File: src/rtl/nv_ram_fifo_ctrl_512x32.sv
// nv_ram_fifo_ctrl_512x32
// Turns an external 512x32 two-port RAM into a 512-entry valid/ready FIFO.
// The RAM output register is the FIFO output stage: a word is "loaded" by
// latching its read address (ram_re), and is then presented on rd_pd until
// popped. The presented word still counts as occupied, so its RAM slot can
// never be overwritten while it is on display.
// Optional build macro NV_RAM_FIFO_CTRL_HWM_EN: when defined, fifo_hwm tracks
// the peak occupancy since reset or clr; otherwise fifo_hwm is tied to zero.
module nv_ram_fifo_ctrl_512x32 #(
    parameter int DEPTH = 512,
    parameter int AW    = 9,
    parameter int DW    = 32
) (
    input  logic          nvdla_core_clk,
    input  logic          nvdla_core_rstn,
    input  logic          clr,
    input  logic          wr_pvld,
    output logic          wr_prdy,
    input  logic [DW-1:0] wr_pd,
    output logic          rd_pvld,
    input  logic          rd_prdy,
    output logic [DW-1:0] rd_pd,
    output logic [AW:0]   fifo_count,
    output logic [AW:0]   fifo_hwm,
    output logic [AW-1:0] ram_wa,
    output logic          ram_we,
    output logic [DW-1:0] ram_di,
    output logic [AW-1:0] ram_ra,
    output logic          ram_re,
    input  logic [DW-1:0] ram_dout,
    input  logic [31:0]   pwrbus_ram_pd
);

    localparam logic [AW:0] FULL_CNT = (AW+1)'(DEPTH);

    // Pointers carry an extra wrap bit at [AW]; only [AW-1:0] addresses the RAM.
    logic [AW:0] wr_ptr;
    logic [AW:0] rd_ptr;
    logic [AW:0] count;
    logic [AW:0] count_next;
    logic [AW:0] unl;
    logic        push;
    logic        pop;
    logic        load;
    logic        rd_pvld_next;
    logic        unused_bits;

    // Handshake decode, read-ahead decision and next-state for count/valid.
    always_comb begin
        push         = wr_pvld & wr_prdy & ~clr;
        pop          = rd_pvld & rd_prdy & ~clr;
        // Entries in RAM not yet moved into the output register.
        unl          = count - {{AW{1'b0}}, rd_pvld};
        // Load when something is waiting and the output slot is free or
        // being freed this cycle.
        load         = (unl != '0) & (~rd_pvld | rd_prdy) & ~clr;
        count_next   = count;
        rd_pvld_next = rd_pvld;
        if (clr) begin
            count_next   = '0;
            rd_pvld_next = 1'b0;
        end else begin
            count_next = count + {{AW{1'b0}}, push} - {{AW{1'b0}}, pop};
            if (load) begin
                rd_pvld_next = 1'b1;
            end else if (pop) begin
                rd_pvld_next = 1'b0;
            end
        end
    end

    assign ram_we     = push;
    assign ram_wa     = wr_ptr[AW-1:0];
    assign ram_di     = wr_pd;
    assign ram_re     = load;
    assign ram_ra     = rd_ptr[AW-1:0];
    assign rd_pd      = ram_dout;
    assign fifo_count = count;

    // Control state: pointers, occupancy, output valid and registered ready.
    always_ff @(posedge nvdla_core_clk or negedge nvdla_core_rstn) begin
        if (!nvdla_core_rstn) begin
            wr_ptr  <= '0;
            rd_ptr  <= '0;
            count   <= '0;
            rd_pvld <= 1'b0;
            wr_prdy <= 1'b0;
        end else begin
            if (clr) begin
                wr_ptr <= '0;
                rd_ptr <= '0;
            end else begin
                if (push) begin
                    wr_ptr <= wr_ptr + 1'b1;
                end
                if (load) begin
                    rd_ptr <= rd_ptr + 1'b1;
                end
            end
            count   <= count_next;
            rd_pvld <= rd_pvld_next;
            // Ready is registered from next occupancy so a pop at full
            // reopens the write side on the following cycle.
            wr_prdy <= (count_next != FULL_CNT);
        end
    end

`ifdef NV_RAM_FIFO_CTRL_HWM_EN
    logic [AW:0] hwm;

    // Peak occupancy, updated on the same edge as count.
    always_ff @(posedge nvdla_core_clk or negedge nvdla_core_rstn) begin
        if (!nvdla_core_rstn) begin
            hwm <= '0;
        end else if (clr) begin
            hwm <= '0;
        end else if (count_next > hwm) begin
            hwm <= count_next;
        end
    end

    assign fifo_hwm = hwm;
`else
    assign fifo_hwm = '0;
`endif

    // The RAM power bus and pointer wrap bits have no consumer here.
    assign unused_bits = ^{pwrbus_ram_pd, wr_ptr[AW], rd_ptr[AW]};

endmodule
File: config.mk
export PLATFORM = sky130hd
export DESIGN_NAME = nv_ram_fifo_ctrl_512x32
export DESIGN_NICKNAME = d
export VERILOG_FILES = /design/src/rtl/nv_ram_fifo_ctrl_512x32.sv
export SDC_FILE = /design/constraint.sdc
export NUM_CORES = 1
export LEC_CHECK = 0
export CORE_ASPECT_RATIO = 0.6
export CORE_MARGIN = 5
export CORE_UTILIZATION = 38
export DETAILED_ROUTE_END_ITERATION = 6
export PLACE_DENSITY_LB_ADDON = 0.12
export SLEW_MARGIN = 40
export SYNTH_ARGS = -nofsm -noshare
export SYNTH_HDL_FRONTEND = slang
export SYNTH_SLANG_ARGS = --single-unit
export TNS_END_PERCENT = 30
File: constraint.sdc
create_clock -name nvdla_core_clk -period 6 [get_ports nvdla_core_clk]
set_input_delay 1.8 -clock nvdla_core_clk [delete_from_list [all_inputs] [get_ports nvdla_core_clk]]
set_output_delay 1.8 -clock nvdla_core_clk [all_outputs]
set_load 0.02 [all_outputs]
; Word-level counts from Yosys, hierarchy flattened
; Cells that the tools add are included.
[word_totals]
regBits = 32
elab_cells = 32
inputBits = 101
[op_classes]
n_eq_ne = 1
n_mux = 8
add_sub_neg = 5
n_bitwise = 9
n_reduce_logical = 4
[ops]
columns = operator, count
row1 = $mux 10, 5
row2 = $add 10x1->10 const B, 2
row3 = $sub 10x1->10, 2
row4 = $add 10x1->10, 1
row5 = $ne 10x10->1 const B, 1
row6 = $reduce_bool 10->1, 1
row7 = $and 1x1->1, 6
row8 = $reduce_bool 2->1, 2
row9 = $mux 1, 3
row10 = $reduce_bool 3->1, 1
row11 = $not 1->1, 2
row12 = $or 1x1->1, 1

; Logic depth before layout (Yosys ltp)
; Gate-level depths: netlist of the first run.
[logic_depth]
word_depth = 6
mapped_depth = 17
ltp_nobuf = 15

; Least setup slack after synthesis of the first run
; Ideal clock, no wire load.
[synth_path]
path_type = input to register
start = input clr
end = register wr_prdy
path_slack_ns = 0.660
stages = 17
required_ns = 5.861
arrival_time_ns = 5.201
path_cell_list = clkbuf_1 > clkbuf_1 > buf_1 > clkbuf_1 > nor2_1 > ha_1 > inv_1 > ha_1 > inv_1 > fa_1 > o21bai_1 > a21oi_1 > o21a_1 > o21bai_1 > xnor2_1 > o2111ai_1 > or4b_1
[synth_via]
elab_chain_len = 6
[synth_rtl]
columns = element, line
row1 = "start, declared", 16  ; input logic clr,
row2 = $not 1->1, "50, 51"
row3 = $and 1x1->1, 50  ; push = wr_pvld & wr_prdy & ~clr;
row4 = $add 10x1->10, 63  ; count_next = count + {{AW{1'b0}}, push} - {{AW{1'b0}}, pop};
row5 = $sub 10x1->10, 63
row6 = $mux 10 (*), 59  ; if (clr) begin
row7 = $ne 10x10->1 (*), 104  ; wr_prdy <= (count_next != FULL_CNT);
row8 = "end signal, assigned", 104
row9 = "end, declared", 18  ; output logic wr_prdy,
; Mark *: on every way between the ends. The rest lies on a longest branch, timed or not.
; A chain may end at the register's enable or synchronous reset.

; Final worst setup path of the first run
[layout_path]
start = input clr
end = output ram_re
[layout_via]
elab_chain_len = 2
[layout_rtl]
columns = element, line
row1 = $not 1->1, 56  ; load = (unl != '0) & (~rd_pvld | rd_prdy) & ~clr;
row2 = $and 1x1->1, 56
row3 = "end, declared", 29  ; output logic ram_re,
; No other way between the ends.

==> impl_results.md, run 1 <==
- Required time reported for the critical path endpoint: 4.20 ns
- Leading cell type in the layout, fill and taps excluded: clkdlybuf4s50_1
- Synthesized area per cell: 8.57 um^2
- Switch share: 0.431
- Worst setup slack before clock tree synthesis: 0.647 ns
- Post-synthesis instance area: 2780 um^2
- CP delay by family, top: buffers and inverters
- Warnings from Yosys: 0
- Summed area of non-filler cells in the final layout: 2880 um^2
- DRC viols: 0
- Peak supply drop: 0.136 mV
- Critical Path Start Type: input pin
- Pwr Density: 428 nW/um^2
- Switching power: 531 uW
- Sequential share of the synthesized area: 0.270
- Clk root buf: clkbuf_16
- Setup slack, reg-to-reg: 2.61 ns
- Chip height: 76.3 um
- Count of input and output buffers: 36
- Number of hold violations in the final report: 0
- Cell with the most instances on the worst path: clkdlybuf4s50_1
- Number of I/O pins: 207
- Global-route total usage across every layer: 0.130
- Max Clk Rate: 192 MHz
- Vias: 1897
- Crit path setup slack, layout: 0.791 ns
- Standby leakage power: 1.26 nW
- Max-cap violations: 0
- Worst Setup End Kind: output pin
- Register clock-pin slew on the reported worst setup and hold paths: 0.05 ns
- Full die area: 9190 um^2
- Maximum buffer depth of the clock tree: 2
- Area leader, netlist: dfrtp_1
- Initial antenna violation count: 0
- Number of instances resized during post-cts repair: 0
- Setup repair after global routing missed its margin: false
- Routability-driven placement congestion ratio: 0.760
- Overflow after GRT: 0
- Count of antenna-violating nets left after detailed routing: 0
- Number of detailed-routing iterations run before antenna repair: 4
- Predominant post-synthesis flop cell: dfrtp_1
- Average vias per placed instance: 4.86
- Cell breakdown of the critical path: clkdlybuf4s50_1, buf_4, nor2b_1, clkdlybuf4s50_1
- Deepest level of the CTS H-tree: 2
- TritonCTS clock tree: yes
- Arrival time reported for the critical path endpoint: 3.41 ns
- Biggest cell delay along the critical path: 0.55 ns
- Post-DP HPWL: 4490 um
- Maximum number of pins on one net before global-route repair: 40
- Highest-count cells in the layout ignoring fill and taps: 36 x clkdlybuf4s50_1, 30 x dfrtp_1, 27 x nor2_1, 27 x ha_1, 24 x inv_1
- Post-synthesis async set-or-reset flop share: 1.00
- Period Utilization, post-route: 0.868
- Chip Width: 121 um
- Starting utilization of the core area: 0.386
- Number of distinct library cell variants in the gate-level netlist after synthesis: 49
- TNS Setup: 0 ns
- Register share of total power: 0.226
- Part of the power in combinational logic: 0.579
- First-pass GRT wire length: 9580 um
- Clock share of power: 0.195
- Run status: finished clean
- Placed instance area: 2740 um^2
- Number of pins with negative max-slew slack in the final report: 0
- Via count of the first global-routing pass: 1825
- Largest cells by area after synthesis: dfrtp_1 27%, buf_4 20%, ha_1 12%
- Type of the worst setup path: in -> out
- Number of enable-type register cells in the synthesized netlist: 0
- Post-layout net count: 429
- Filler instances: 733
- Ratio of cells with drive above 1 in the final layout: 0.0535
- Internal power component: 701 uW
- Total Routed Length: 5780 um
- Number of antenna repair diodes: 0
- Count of standard-cell rows: 24
- Clock buffers created by TritonCTS: 5
- Number of buffers inserted for hold repair after clock tree synthesis: 0
- Share of the synthesized area in the top cell type: 0.270
- Number of instances in the synthesized netlist: 325
- Largest clock skew in the final design: 0.00129 ns
- Largest fanout of any net on the critical path: 39
- Post-synthesis sequential element count: 30
- Clk sink count: 30
- Area inside the core boundary: 7210 um^2
- Hold Crit Class: reg -> reg
- Min Tclk post-route: 5.21 ns
- Buffers inserted during post-CTS setup optimization: 0
- Cell with the largest stage delay on the worst path: clkdlybuf4s50_1
- Final number of setup-violating endpoints: 0
- Routed wire per std cell: 14.8 um
- Clock latency on the worst-skew pair: 0.27 ns
- Buf/Inv on CP: 3
- Area added between synthesis and finish: 3.28%
- First DRT Iteration DRCs: 92
## synthesized netlist by cell type, types with 3 or more instances
| library cell | n |
|---|---|
| o2111ai_1 | 3 |
| nand2_1 | 10 |
| o21ai_0 | 7 |
| nand4_1 | 3 |
| and2_1 | 3 |
| nand2b_1 | 10 |
| nor2_1 | 27 |
| inv_1 | 24 |
| or3_1 | 6 |
| dfrtp_1 | 30 |
| xor2_1 | 6 |
| clkbuf_1 | 5 |
| xnor2_1 | 8 |
| nand3_1 | 14 |
| nor3_1 | 4 |
| a21oi_1 | 15 |
| ha_1 | 27 |
| nor2b_1 | 9 |
| mux2_1 | 3 |
| buf_4 | 74 |
## flip-flops by register name, summed over array words and instances (netlist names)
signal	count
fifo_count	10
rd_ptr	9
rd_pvld	1
wr_prdy	1
wr_ptr	9
## final cells by class
cell class / count / area [um^2] / share of cell area
flip-flops and latches: 30 / 751 / 0.261
clock buffers: 6 / 139 / 0.0483
multi-input cells: 200 / 1400 / 0.487
inverters: 24 / 90.1 / 0.0313
repair buffers: 39 / 383 / 0.133
well taps: 91 / 114 / 0.0396
## power groups by stage
stage          clock [mW]  sequential [mW]  combinational, mW
2_1_floorplan           0            0.309              0.547
3_3_place_gp            0            0.283              0.704
3_5_place_dp            0            0.282              0.710
4_1_cts             0.248            0.280              0.714
5_1_grt             0.259            0.285              0.798
6_report            0.241            0.278              0.713
## through the flow
stage | cells | hold WS, ns | util | total power [mW]
6_report | 390 | 0.553 | 0.399 | 1.23
2_1_floorplan | 334 | 0.638 | - | 0.855
4_1_cts | 390 | 0.560 | 0.399 | 1.24
3_3_place_gp | 384 | 0.542 | 0.380 | 0.987
3_5_place_dp | 384 | 0.554 | 0.380 | 0.992
5_1_grt | 390 | 0.587 | 0.399 | 1.34
## worst reg2reg max path, cell delays in order (launching register included)
cell	delay, ns
dfrtp_1	0.37
nand2_1	0.11
nor2_1	0.18
inv_1	0.11
ha_1	0.30
inv_1	0.05
ha_1	0.15
inv_1	0.06
fa_1	0.41
o21bai_1	0.16
a21oi_1	0.13
xnor2_1	0.15
nor2_1	0.07
nor4_1	0.34
o2111ai_1	0.17
or4b_1	0.52
## per-layer routing
metal	part of all wire	track usage	vias to the layer above
li1	-	-	950
met5	0	0	-
met1	0.56	0.199	894
met4	0.0054	0.0215	0
met2	0.37	0.167	45
met3	0.067	0.0564	8
## logic make-up (layout without fill, tap and decap cells)
kind of cell             count (synthesis)  count (layout)  synth area share
other                                    1              10           0.00135
AND/OR/NAND/NOR                         97              97             0.182
flip-flops                              30              30             0.270
XOR/XNOR                                14              14            0.0440
adder cells (fa/ha/maj)                 28              28             0.129
AO/OA/AOI/OAI                           46              46             0.112
buffers and inverters                  104              69             0.240
multiplexers                             5               5            0.0216
## worst paths after layout
| check | startpoint | end | cells after the start |
|---|---|---|---|
| setup / recovery | clr | ram_re | 4 |
| min in group asynchronous | nvdla_core_rstn | wr_ptr[5]$_DFFE_PN0P_ | 2 |
| hold / removal | wr_ptr[8]$_DFFE_PN0P_ | wr_ptr[8]$_DFFE_PN0P_ | 2 |
| max in group asynchronous | nvdla_core_rstn | rd_ptr[1]$_DFFE_PN0P_ | 2 |
| hold reg to reg | wr_ptr[8]$_DFFE_PN0P_ | wr_ptr[8]$_DFFE_PN0P_ | 2 |
| setup reg to reg | wr_prdy$_DFF_PN0_ | wr_prdy$_DFF_PN0_ | 15 |
Note: power is estimated with default switching activity, not from simulation.
==> inputs of run 2 (changes only) <==
--- a/config.mk
+++ b/config.mk
@@ -7,7 +7,7 @@
 export LEC_CHECK = 0
 export CORE_ASPECT_RATIO = 0.6
 export CORE_MARGIN = 5
-export CORE_UTILIZATION = 38
+export CORE_UTILIZATION = 30
 export DETAILED_ROUTE_END_ITERATION = 6
 export PLACE_DENSITY_LB_ADDON = 0.12
 export SLEW_MARGIN = 40
==> run 2 against run 1 <==
  * Register-to-register slack worse by 0.29 ns
  * Die area rose by 24%
  * Critical path type unchanged
  * Non-clock buffer count rose by 1
  * Sequential power about the same
  * Clock skew rose by 0.0013 ns
  * Sequential cell count stayed put
  * Final cell count grew 7.2%
  * Critical path depth up 1
  * Sequential share of layout area down 0.42 points
==> impl_results.md, run 2 (synthesized netlist as in run 1, its figures left out) <==
- Run status: finished clean
- Endpoint of the most critical setup path: ram_re
- Chip height: 84.6 um (+11%)
- Average vias per placed instance: 4.69 (-3.5%)
- Buffers inserted during post-CTS setup optimization: 0 (unchanged)
- Number of antenna repair diodes: 0 (unchanged)
- Worst setup slack before clock tree synthesis: 0.437 ns (-0.211 ns)
- Ratio of cells with drive above 1 in the final layout: 0.0596 (+0.00609)
- Crit path setup slack, layout: 0.710 ns (-0.0810 ns)
- Number of instances resized during post-cts repair: 0 (unchanged)
- Worst Setup End Kind: output pin
- Full die area: 11400 um^2 (+24%)
- TritonCTS clock tree: yes
- Depth of the most critical reg-to-reg path: 15 (unchanged)
- Clock latency on the worst-skew pair: 0.28 ns (about the same)
- Vias: 1962 (+3.4%)
- Chip Width: 134 um (+12%)
- Maximum number of pins on one net before global-route repair: 40 (unchanged)
- Clk sink count: 30 (unchanged)
- Arrival time reported for the critical path endpoint: 3.49 ns (+0.08 ns)
- Pwr Density: 427 nW/um^2 (-0.36%)
- TNS Setup: 0 ns (unchanged)
- First DRT Iteration DRCs: 123 (+34%)
- Max reg flops: 10 (unchanged)
- Start point of the critical path: clr
- Type of the worst setup path: in -> out
- Biggest cell delay along the critical path: 0.55 ns (about the same)
- Count of standard-cell rows: 27 (+13%)
- Total Routed Length: 6000 um (+3.8%)
- Highest-count cells in the layout ignoring fill and taps: 36 x clkdlybuf4s50_1, 30 x dfrtp_1, 27 x nor2_1, 27 x ha_1, 24 x inv_1
- Number of detailed-routing iterations run before antenna repair: 4 (unchanged)
- Max Clk Rate: 189 MHz (-1.5%)
- Largest fanout of any net on the critical path: 39 (unchanged)
- Number of buffers inserted for hold repair after clock tree synthesis: 0 (unchanged)
- Fin util: 0.320 (-0.0785)
- Register clock-pin slew on the reported worst setup and hold paths: 0.05 ns (about the same)
- Standby leakage power: 1.27 nW (+0.79%)
- Required time reported for the critical path endpoint: 4.20 ns (about the same)
- Routed wire per std cell: 14.4 um (-3.2%)
- Endpoint of the worst-slack reg-to-reg timing path: wr_prdy$_DFF_PN0_
- CP delay by family, top: buffers and inverters
- Filler instances: 967 (+32%)
- Buf/Inv on CP: 4 (+1)
- Number of hold violations in the final report: 0 (unchanged)
- Area added between synthesis and finish: 4.99%
- Deepest level of the CTS H-tree: 2 (unchanged)
- Setup slack, reg-to-reg: 2.32 ns (-0.29 ns)
- Global-route total usage across every layer: 0.109 (-0.0208)
- Final cell count without fillers: 418 (+7.2%)
- Area inside the core boundary: 9120 um^2 (+27%)
- Cell with the largest stage delay on the worst path: clkdlybuf4s50_1
- Max-cap violations: 0 (unchanged)
- Cell breakdown of the critical path: clkdlybuf4s50_1, buf_4, buf_4, nor2b_1, clkdlybuf4s50_1
- Cell depth of the worst setup path: 5 (+1)
- Via count of the first global-routing pass: 1895 (+3.8%)
- Critical Path Start Type: input pin
- Starting utilization of the core area: 0.305 (-0.0811)
- Overflow after GRT: 0 (unchanged)
- Initial antenna violation count: 0 (unchanged)
- Count of antenna-violating nets left after detailed routing: 0 (unchanged)
- Number of I/O pins: 207 (unchanged)
- Post-DP HPWL: 4620 um (+2.7%)
- Post-layout net count: 430 (+0.23%)
- Peak supply drop: 0.119 mV (-13%)
- Min Tclk post-route: 5.29 ns (+0.0810 ns)
- Placed insts: 410 (+6.8%)
- Number of pins with negative max-slew slack in the final report: 0 (unchanged)
- Count of input and output buffers: 36 (unchanged)
- Routability-driven placement congestion ratio: 0.707 (-7.0%)
- Largest clock skew in the final design: 0.00260 ns (+0.00131 ns)
- Clk root buf: clkbuf_16
- Overall power consumption: 1.25 mW (+1.3%)
- Final number of setup-violating endpoints: 0 (unchanged)
- Hold Crit Class: reg -> reg
- Setup repair after global routing missed its margin: false
- Maximum buffer depth of the clock tree: 2 (unchanged)
- Leading cell type in the layout, fill and taps excluded: clkdlybuf4s50_1
- Clock buffers created by TritonCTS: 5 (unchanged)
- Period Utilization, post-route: 0.882 (+0.0135)
- First-pass GRT wire length: 9730 um (+1.6%)
- Worst R2R Start: wr_prdy$_DFF_PN0_
- DRC viols: 0 (unchanged)
## run 2: cell count changes in the layout (fill, tap and decap cells not counted)
cell / before / now
buf_4: 3 / 4
clkbuf_1: 0 / 1
clkinv_2: 0 / 1
## run 2: cell type report
class | instances | area (um^2) | share of cell area
flip-flops and latches | 30 | 751 | 0.257
well taps | 116 | 145 | 0.0497
multi-input cells | 200 | 1400 | 0.479
inverters | 24 | 90.1 | 0.0308
clock buffers | 7 | 143 | 0.0488
repair buffers | 40 | 390 | 0.134
clock inverters | 1 | 5.00 | 0.00171
## run 2: per-stage QoR
step                instance area [um^2]  hold WS (ns)
global placement                    2780         0.549
global route                        2920         0.599
CTS                                 2920         0.564
finish                              2920         0.560
floorplan                           2820         0.638
detailed placement                  2780         0.557
## run 2: per-layer routing
layer	global-route usage	wire (um)
met3	0.0479	469
met1	0.163	3240
met5	0	0
met2	0.137	2220
met4	0.0333	70
## run 2: report_power, final
part	switching, mW	internal (mW)	total, mW
combinational	0.408	0.304	0.712
sequential	0.0437	0.236	0.280
clock	0.0917	0.164	0.256
## run 2: worst register-to-register path: stages (launching register included)
cell and delay (ns):
dfrtp_1 0.40, nand2_1 0.13, nor2_1 0.20, inv_1 0.11
ha_1 0.29, inv_1 0.05, ha_1 0.15, inv_1 0.05
fa_1 0.41, o21bai_1 0.17, a21oi_1 0.12, xnor2_1 0.15
nor2_1 0.07, nor4_1 0.41, o2111ai_1 0.27, or4b_1 0.56
## run 2: how the worst min path moves through the flow
stage,slack (ns),from,depth (start not counted),end
6_report,0.56,wr_ptr[8]$_DFFE_PN0P_,2,wr_ptr[8]$_DFFE_PN0P_
3_5_place_dp,0.56,wr_ptr[8]$_DFFE_PN0P_,2,wr_ptr[8]$_DFFE_PN0P_
5_1_grt,0.60,wr_ptr[8]$_DFFE_PN0P_,2,wr_ptr[8]$_DFFE_PN0P_
3_3_place_gp,0.55,wr_ptr[8]$_DFFE_PN0P_,2,wr_ptr[8]$_DFFE_PN0P_
2_1_floorplan,0.64,wr_ptr[1]$_DFFE_PN0P_,2,wr_ptr[1]$_DFFE_PN0P_
4_1_cts,0.56,wr_ptr[8]$_DFFE_PN0P_,2,wr_ptr[8]$_DFFE_PN0P_
